<file path="config.mk">
export PLATFORM = sky130hd
export DESIGN_NAME = rng_arbiter
export DESIGN_NICKNAME = d
export VERILOG_FILES = /design/src/rtl/rng_arbiter.sv
export SDC_FILE = /design/constraint.sdc
export NUM_CORES = 1
export LEC_CHECK = 0
export CAP_MARGIN = 15
export CORE_ASPECT_RATIO = 0.9
export CORE_MARGIN = 2
export CORE_UTILIZATION = 40
export DETAILED_ROUTE_END_ITERATION = 7
export PLACE_DENSITY_LB_ADDON = 0.05
export SLEW_MARGIN = 10
export SYNTH_ARGS = -nofsm -noshare
export SYNTH_HDL_FRONTEND = slang
export SYNTH_SLANG_ARGS = --single-unit
</file>
<file path="constraint.sdc">
create_clock -name clock -period 1.64 [get_ports clock]
set_clock_uncertainty 0.05 [all_clocks]
set_input_delay 0.492 -clock clock [delete_from_list [all_inputs] [get_ports clock]]
set_output_delay 0.492 -clock clock [all_outputs]
set_load 0.02 [all_outputs]
</file>
<file path="src/rtl/rng_arbiter.sv">
// ============================================================================
// Module  : rng_arbiter
// Brief   : Round-robin sequencer sharing one RNG among NUM_REQ requesters.
// Revision: 1.0 - initial release
// ============================================================================
`default_nettype none

module rng_arbiter #(
  parameter int NUM_REQ     = 4,
  parameter int WORD_WIDTH  = 16,
  parameter int RNG_LATENCY = 1
) (
  input  logic                       clock,
  input  logic                       nreset,
  input  logic [NUM_REQ-1:0]         req,
  input  logic [WORD_WIDTH-1:0]      rng_data,
  output logic                       rng_call,
  output logic [NUM_REQ-1:0]         ack,
  output logic [WORD_WIDTH-1:0]      data_out,
  output logic [$clog2(NUM_REQ)-1:0] grant_id,
  output logic                       busy
);

  localparam int ID_W  = $clog2(NUM_REQ);
  localparam int CNT_W = 4;
  localparam logic [ID_W-1:0]  c_last_rst = ID_W'(NUM_REQ - 1);
  localparam logic [CNT_W-1:0] c_cnt_load = CNT_W'(RNG_LATENCY);

  typedef enum logic [1:0] {
    S_IDLE    = 2'd0,
    S_CALL    = 2'd1,
    S_WAIT    = 2'd2,
    S_DELIVER = 2'd3
  } state_t;

  state_t           r_state;
  logic [ID_W-1:0]  r_last;
  logic [CNT_W-1:0] r_cnt;

  logic               w_found;
  logic [ID_W-1:0]    w_winner;
  logic [ID_W-1:0]    w_idx;
  logic [NUM_REQ-1:0] w_onehot;
  int                 w_k;

  // Scan from the slot after the previous grant, wrapping modulo NUM_REQ.
  always_comb begin
    w_found  = 1'b0;
    w_winner = '0;
    w_idx    = '0;
    w_k      = 0;
    for (int off = 1; off <= NUM_REQ; off++) begin
      w_k = int'(r_last) + off;
      if (w_k >= NUM_REQ) begin
        w_k = w_k - NUM_REQ;
      end
      w_idx = ID_W'(w_k);
      if (!w_found && req[w_idx]) begin
        w_found  = 1'b1;
        w_winner = w_idx;
      end
    end
  end

  always_comb begin
    w_onehot           = '0;
    w_onehot[grant_id] = 1'b1;
  end

  always_ff @(posedge clock) begin
    if (!nreset) begin
      r_state  <= S_IDLE;
      r_last   <= c_last_rst;
      r_cnt    <= '0;
      rng_call <= 1'b0;
      ack      <= '0;
      data_out <= '0;
      grant_id <= '0;
      busy     <= 1'b0;
    end else begin
      case (r_state)
        S_IDLE: begin
          if (w_found) begin
            r_state  <= S_CALL;
            r_last   <= w_winner;
            grant_id <= w_winner;
            rng_call <= 1'b1;
            busy     <= 1'b1;
          end
        end
        S_CALL: begin
          rng_call <= 1'b0;
          r_cnt    <= c_cnt_load;
          r_state  <= S_WAIT;
        end
        S_WAIT: begin
          r_cnt <= r_cnt - 1'b1;
          if (r_cnt == CNT_W'(1)) begin
            data_out <= rng_data;
            ack      <= w_onehot;
            r_state  <= S_DELIVER;
          end
        end
        S_DELIVER: begin
          ack     <= '0;
          busy    <= 1'b0;
          r_state <= S_IDLE;
        end
        default: r_state <= S_IDLE;
      endcase
    end
  end

endmodule

`default_nettype wire
</file>
==> results.toml, run 1 <==
[sta]
fmax_mhz = 632
worst_slew_pin_slew_ps = 404
min_period_ps = 1580
slew_viol_final = 0
fin_crit_sh_pct = 96.5
hold_viol_final = 0
finalWorstSetupSlack_ps = 57.6
rsz0062_at_grt = "no"
setup_viol = 0
slew_headroom_pct = 72.9

[place]
port_buffers = 45
pre_cts_ws_ps = -387
dpl.hpwl_mm = 2.66
gp_congestion = 0.754
place_area_mm2 = 0.00208

[worst_setup_path]
required_ps = 1740
r2r-start = "r_cnt[1]$_SDFFE_PN0P_"
cp_top_family = "buffers and inverters"
r2r_cells = 5
max_stage_delay_ps = 470
crit_start = "req[2]"
cp.depth = 5
slowest_stage = "clkdlybuf4s50_1"
rr_endpoint = "r_state[1]$_SDFFE_PN0P_"
end_kind = "flop"
crit_chain = "clkdlybuf4s50_1 -> o41a_1 -> buf_4 -> nand3b_1 -> o21ai_0"
critPathCapture = "rng_call$_SDFFE_PN0P_"
critPathBufInv = 2
ff2ff_setup_slack_ps = 100
cp_max_fo = 4
crit_type = "in2reg"
startpoint_type = "input pin"
cp.arrival_ps = 1680

[grt]
grt_use_total_pct = 18.1
grt_pass1_wl_mm = 5.97
antenna_found_initial = 0
grt_max_degree = 18
grt_overflow = 0
grt_pass1_vias = 1354

[synth]
yosys_register_bits = 32
synth_ff_type = "dfxtp_1"
synthCells = 165
synthTopCellsByCount = "nand2_1, dfxtp_1, a21boi_0, a21boi_1"
synthDistinctLibCells = 44
yosysWarnings = 0
synthArstFlopShare_pct = 0
synthTopCellsByArea = "dfxtp_1, nand2_1, ha_1"
syn_avg_cell_area_um2 = 9.15
ys_seq_area_share_pct = 42.4
yosys.area.top_type_share_pct = 42.4
yosys.cell_count.top_type = "nand2_1"
synth.net_count = 194
synthesis.area_mm2 = 0.00151
netlist.top_cell.by_area = "dfxtp_1"
synth-edff-count = 0

[clock_tree]
cts_tree = "done"
clk_latency_ps = 270
cts_max_level = 2
clock_sinks = 32
clock_path_buffers = 2
numCtsBuffers = 5
cts-root-buf = "clkbuf_8"
holdBufCountCts = 0
cts.reportedPaths.clkPinSlew_ps = 60

[route]
ant_nets = 0
drc = 0
dr.pass1.iters = 4
drt_iter0_markers = 63
viasPerCell = 5.11
dr_total_vias = 1379
wire_per_inst_um = 12.8
wl_mm = 3.47

[layout]
final_nets = 255
multi_input_comb_area_um2 = 823
area_delta_synth_final_pct = 43.7
drive_above_1_share_pct = 14.7
final-seq-area_um2 = 641
fin_area_mm2 = 0.00217
fill_cells = 335
diodes = 0

[power_and_ir_drop]
p_leak_uw = 0.000926
ir_drop_mv = 0.541
p_per_area_mw_per_mm2 = 1270

[job]
cap_violations = 0

[die]
initial_core_util_pct = 41.1
die_y_um = 62.3
die-area_mm2 = 0.00428
core_mm2 = 0.00368
io_pins = 46
die_x_um = 68.8
rows = 21

[status]
status = "completed"

[hold_path]
hold_class = "reg2reg"
==> layout make-up <==
cell class                 instances  area share, %
sequential                        32           29.5
multi-input combinational        119           37.9
clock buffer                       5           3.17
tap                               46           2.65
timing repair buffer              62           25.7
inverter                           6           1.04
==> registers in the layout, summed over array words and instances, names as in the netlist <==
name and count:
busy 1, r_cnt 4, r_state 2, r_last 2
grant_id 2, data_out 16, ack 4, rng_call 1
==> where the power goes <==
group          total [µW]  internal, µW  leakage [µW]  switching, µW
Combinational        1190           560      0.000630            630
Sequential           1040           930      0.000261            113
Clock                 520           273     0.0000359            247
==> what timing repair did <==
item | 4_1_cts | 5_1_grt
buffers inserted | 2 | 0
pin swaps | 2 | 1
endpoints found under the setup margin | 29 | 16
gates resized for setup | 26 | 7
==> layer usage <==
| metal | vias to the layer above | share of wire, % | GRT usage [%] | routed length, µm |
|---|---|---|---|---|
| li1 | 700 | - | - | - |
| met1 | 645 | 48 | 23.8 | 1660 |
| met2 | 32 | 47 | 28.4 | 1620 |
| met3 | 2 | 5.0 | 5.25 | 172 |
| met4 | 0 | 0.40 | 5.15 | 14 |
| met5 | - | 0 | 0 | 0 |
==> metrics by stage <==
stage / setup TNS, ps / power (µW) / hold slack (ps) / cells / utilization (%)
6_report: 0 / 2750 / 402 / 270 / 59.0
5_1_grt: 0 / 2970 / 431 / 270 / 59.0
4_1_cts: -5.85 / 2770 / 404 / 270 / 58.3
3_5_place_dp: -4180 / 2240 / 398 / 263 / 56.7
3_3_place_gp: -2710 / 2180 / 390 / 263 / 56.7
2_1_floorplan: 0 / 1770 / 418 / 165 / -
==> worst min-delay path by stage <==
stage                                    from                        end  slack, ps  depth (start not counted)
finish               data_out[6]$_SDFFE_PN0P_   data_out[6]$_SDFFE_PN0P_        400                          2
global route        data_out[10]$_SDFFE_PN0P_  data_out[10]$_SDFFE_PN0P_        430                          2
CTS                  data_out[6]$_SDFFE_PN0P_   data_out[6]$_SDFFE_PN0P_        400                          2
detailed placement   data_out[6]$_SDFFE_PN0P_   data_out[6]$_SDFFE_PN0P_        400                          2
global placement     data_out[8]$_SDFFE_PN0P_   data_out[8]$_SDFFE_PN0P_        390                          2
floorplan             r_state[1]$_SDFFE_PN0P_    r_state[1]$_SDFFE_PN0P_        420                          2
==> kinds of logic (layout without fill, tap and decap cells) <==
family | Yosys count | in the layout | share of synthesized area, %
fa+ha+maj | 7 | 7 | 5.80
simple gates | 64 | 64 | 23.3
buf+inv | 14 | 73 | 4.56
flops | 32 | 32 | 42.4
compound gates | 47 | 47 | 23.3
mux | 1 | 1 | 0.663
==> cells in the final DEF (no fill, tap or decap), types with 2 or more instances in the layout <==
cell,count
nor2b_1,2
ha_1,6
a21boi_1,10
nor3b_1,2
clkbuf_8,5
nor4b_2,2
o21ai_0,7
nand2b_1,3
nor4_1,2
dfxtp_1,32
a31o_1,2
nor2_1,2
a21boi_0,10
nand3b_1,2
o22ai_1,2
buf_4,16
dlygate4sd2_1,24
inv_1,6
a31o_2,2
nand2_1,40
a41oi_1,2
dlymetal6s2s_1,2
clkdlybuf4s50_1,18
==> worst register-to-register path, stage by stage, from the launching register on <==
cell and delay, ps:
dfxtp_1 310, inv_1 100, ha_1 210, or3b_1 380
a22oi_2 230, mux2i_1 200
(Power assumes the default switching activity.)
==> inputs of run 2 (changes only) <==
SETUP_SLACK_MARGIN = 0.2   (was not set)
==> results.toml, run 2 (synthesis gave the netlist of run 1 again) <==
[grt]
grt_max_degree = 17
antenna_found_initial = 0
grt_pass1_vias = 1368
grt_overflow = 0
grt_use_total_pct = 19.2
grt_pass1_wl_mm = 6.25

[worst_setup_path]
r2r_cells = 5
critPathBufInv = 1
end_kind = "flop"
crit_type = "reg2reg"
crit_chain = "inv_6 -> ha_4 -> and4bb_2 -> a21oi_2 -> a31o_2"
required_ps = 1770
cp_max_fo = 8
startpoint_type = "flop"
max_stage_delay_ps = 360
slowest_stage = "dfxtp_4"
cp.depth = 5
cp_top_family = "flip-flops"
cp.arrival_ps = 1560

[clock_tree]
cts_max_level = 2
numCtsBuffers = 5
clock_sinks = 32
cts.reportedPaths.clkPinSlew_ps = 60
cts-root-buf = "clkbuf_8"
clock_path_buffers = 2
cts_tree = "done"
clk_latency_ps = 280
holdBufCountCts = 0

[layout]
final-seq-area_um2 = 651
fin_area_mm2 = 0.00231
fill_cells = 329
area_delta_synth_final_pct = 53.0
top_regs = "data_out: 16 flops, ack: 4 flops, r_cnt: 4 flops"
final_cell_mix = "nand2_1, dfxtp_1, buf_2, buf_4, a21boi_1"
max_flop_register = "data_out"
final_nets = 263
finish.utilization_pct = 62.8
diodes = 0
largest_reg_flops = 16
multi_input_comb_area_um2 = 888
drive_above_1_share_pct = 36.3
final_common_cell = "nand2_1"

[sta]
hold_viol_final = 0
fmax_mhz = 699
min_period_ps = 1430
rsz0062_at_grt = "yes"
slew_headroom_pct = 74.6
setup_viol = 0
holdWs_ps = 404
finalWorstSetupSlack_ps = 209
worst_slew_pin_slew_ps = 380
fin_crit_sh_pct = 87.3
slew_viol_final = 0

[job]
cap_violations = 0

[place]
port_buffers = 45
dpl.hpwl_mm = 2.65
gp_congestion = 0.741
pre_cts_ws_ps = -375
place_area_mm2 = 0.00211

[power_and_ir_drop]
p_leak_uw = 0.000926
ir_drop_mv = 0.799
p_per_area_mw_per_mm2 = 1350

[hold_path]
hold_path_depth = 2
hold_class = "reg2reg"

[die]
io_pins = 46
die_x_um = 68.8
core_mm2 = 0.00368
die-area_mm2 = 0.00428
rows = 21
die_y_um = 62.3
initial_core_util_pct = 41.1

[route]
ant_nets = 0
viasPerCell = 5.18
wl_met2_mm = 1.98
wire_per_inst_um = 14.2
wl_mm = 3.98
drt_iter0_markers = 25
dr.pass1.iters = 4
dr_wl_met3_um = 226
dr_total_vias = 1449
highest_layer = "met4"
wl_met1_mm = 1.70
drc = 0

[status]
status = "completed"
-- run 2: per-stage QoR --
step           total power, µW  cells  TNS, ps
6_report                  3120    280        0
5_1_grt                   3310    280        0
4_1_cts                   2950    273        0
3_5_place_dp              2220    264    -2430
3_3_place_gp              2170    264    -2080
2_1_floorplan             1770    165        0
-- run 2: layout make-up --
cell class | instances | area share, %
Multi-Input combinational cell | 119 | 38.4
Inverter | 6 | 1.19
Clock buffer | 7 | 4.17
Timing Repair Buffer | 70 | 25.6
Sequential cell | 32 | 28.2
Tap cell | 46 | 2.49
-- run 2: path summary, 6_finish.rpt --
check / end / start / slack (ps)
worst max-delay path: ack[0]$_SDFFE_PN0P_ / r_state[0]$_SDFFE_PN0P_ / 210
worst min-delay path: data_out[11]$_SDFFE_PN0P_ / data_out[11]$_SDFFE_PN0P_ / 400
worst min register to register: data_out[11]$_SDFFE_PN0P_ / data_out[11]$_SDFFE_PN0P_ / 400
worst max register to register: ack[0]$_SDFFE_PN0P_ / r_state[0]$_SDFFE_PN0P_ / 210
-- run 2: tightest hold or removal path: cells and delay by family, from the launching register on --
kind            cells  cell delay [ps]
compound gates      1               50
flops               1              310
simple gates        1               50
-- run 2: routing by layer --
metal / vias up / GRT usage, %
met5: - / 0
met4: 0 / 8.09
met3: 9 / 5.80
met2: 34 / 30.3
met1: 685 / 23.9
li1: 721 / -
-- run 2: repair_timing --
| item | CTS | global route |
|---|---|---|
| gates resized for setup | 103 | 39 |
| pin swaps | 4 | 3 |
| setup endpoints to repair | 53 | 40 |
| gates cloned | 0 | 1 |
| setup buffers | 2 | 6 |
-- run 2: power breakdown --
part           switching, µW  internal [µW]  total (µW)  leakage [µW]
registers                144            948        1090      0.000263
clock network            270            373         644     0.0000503
logic                    700            686        1390      0.000613
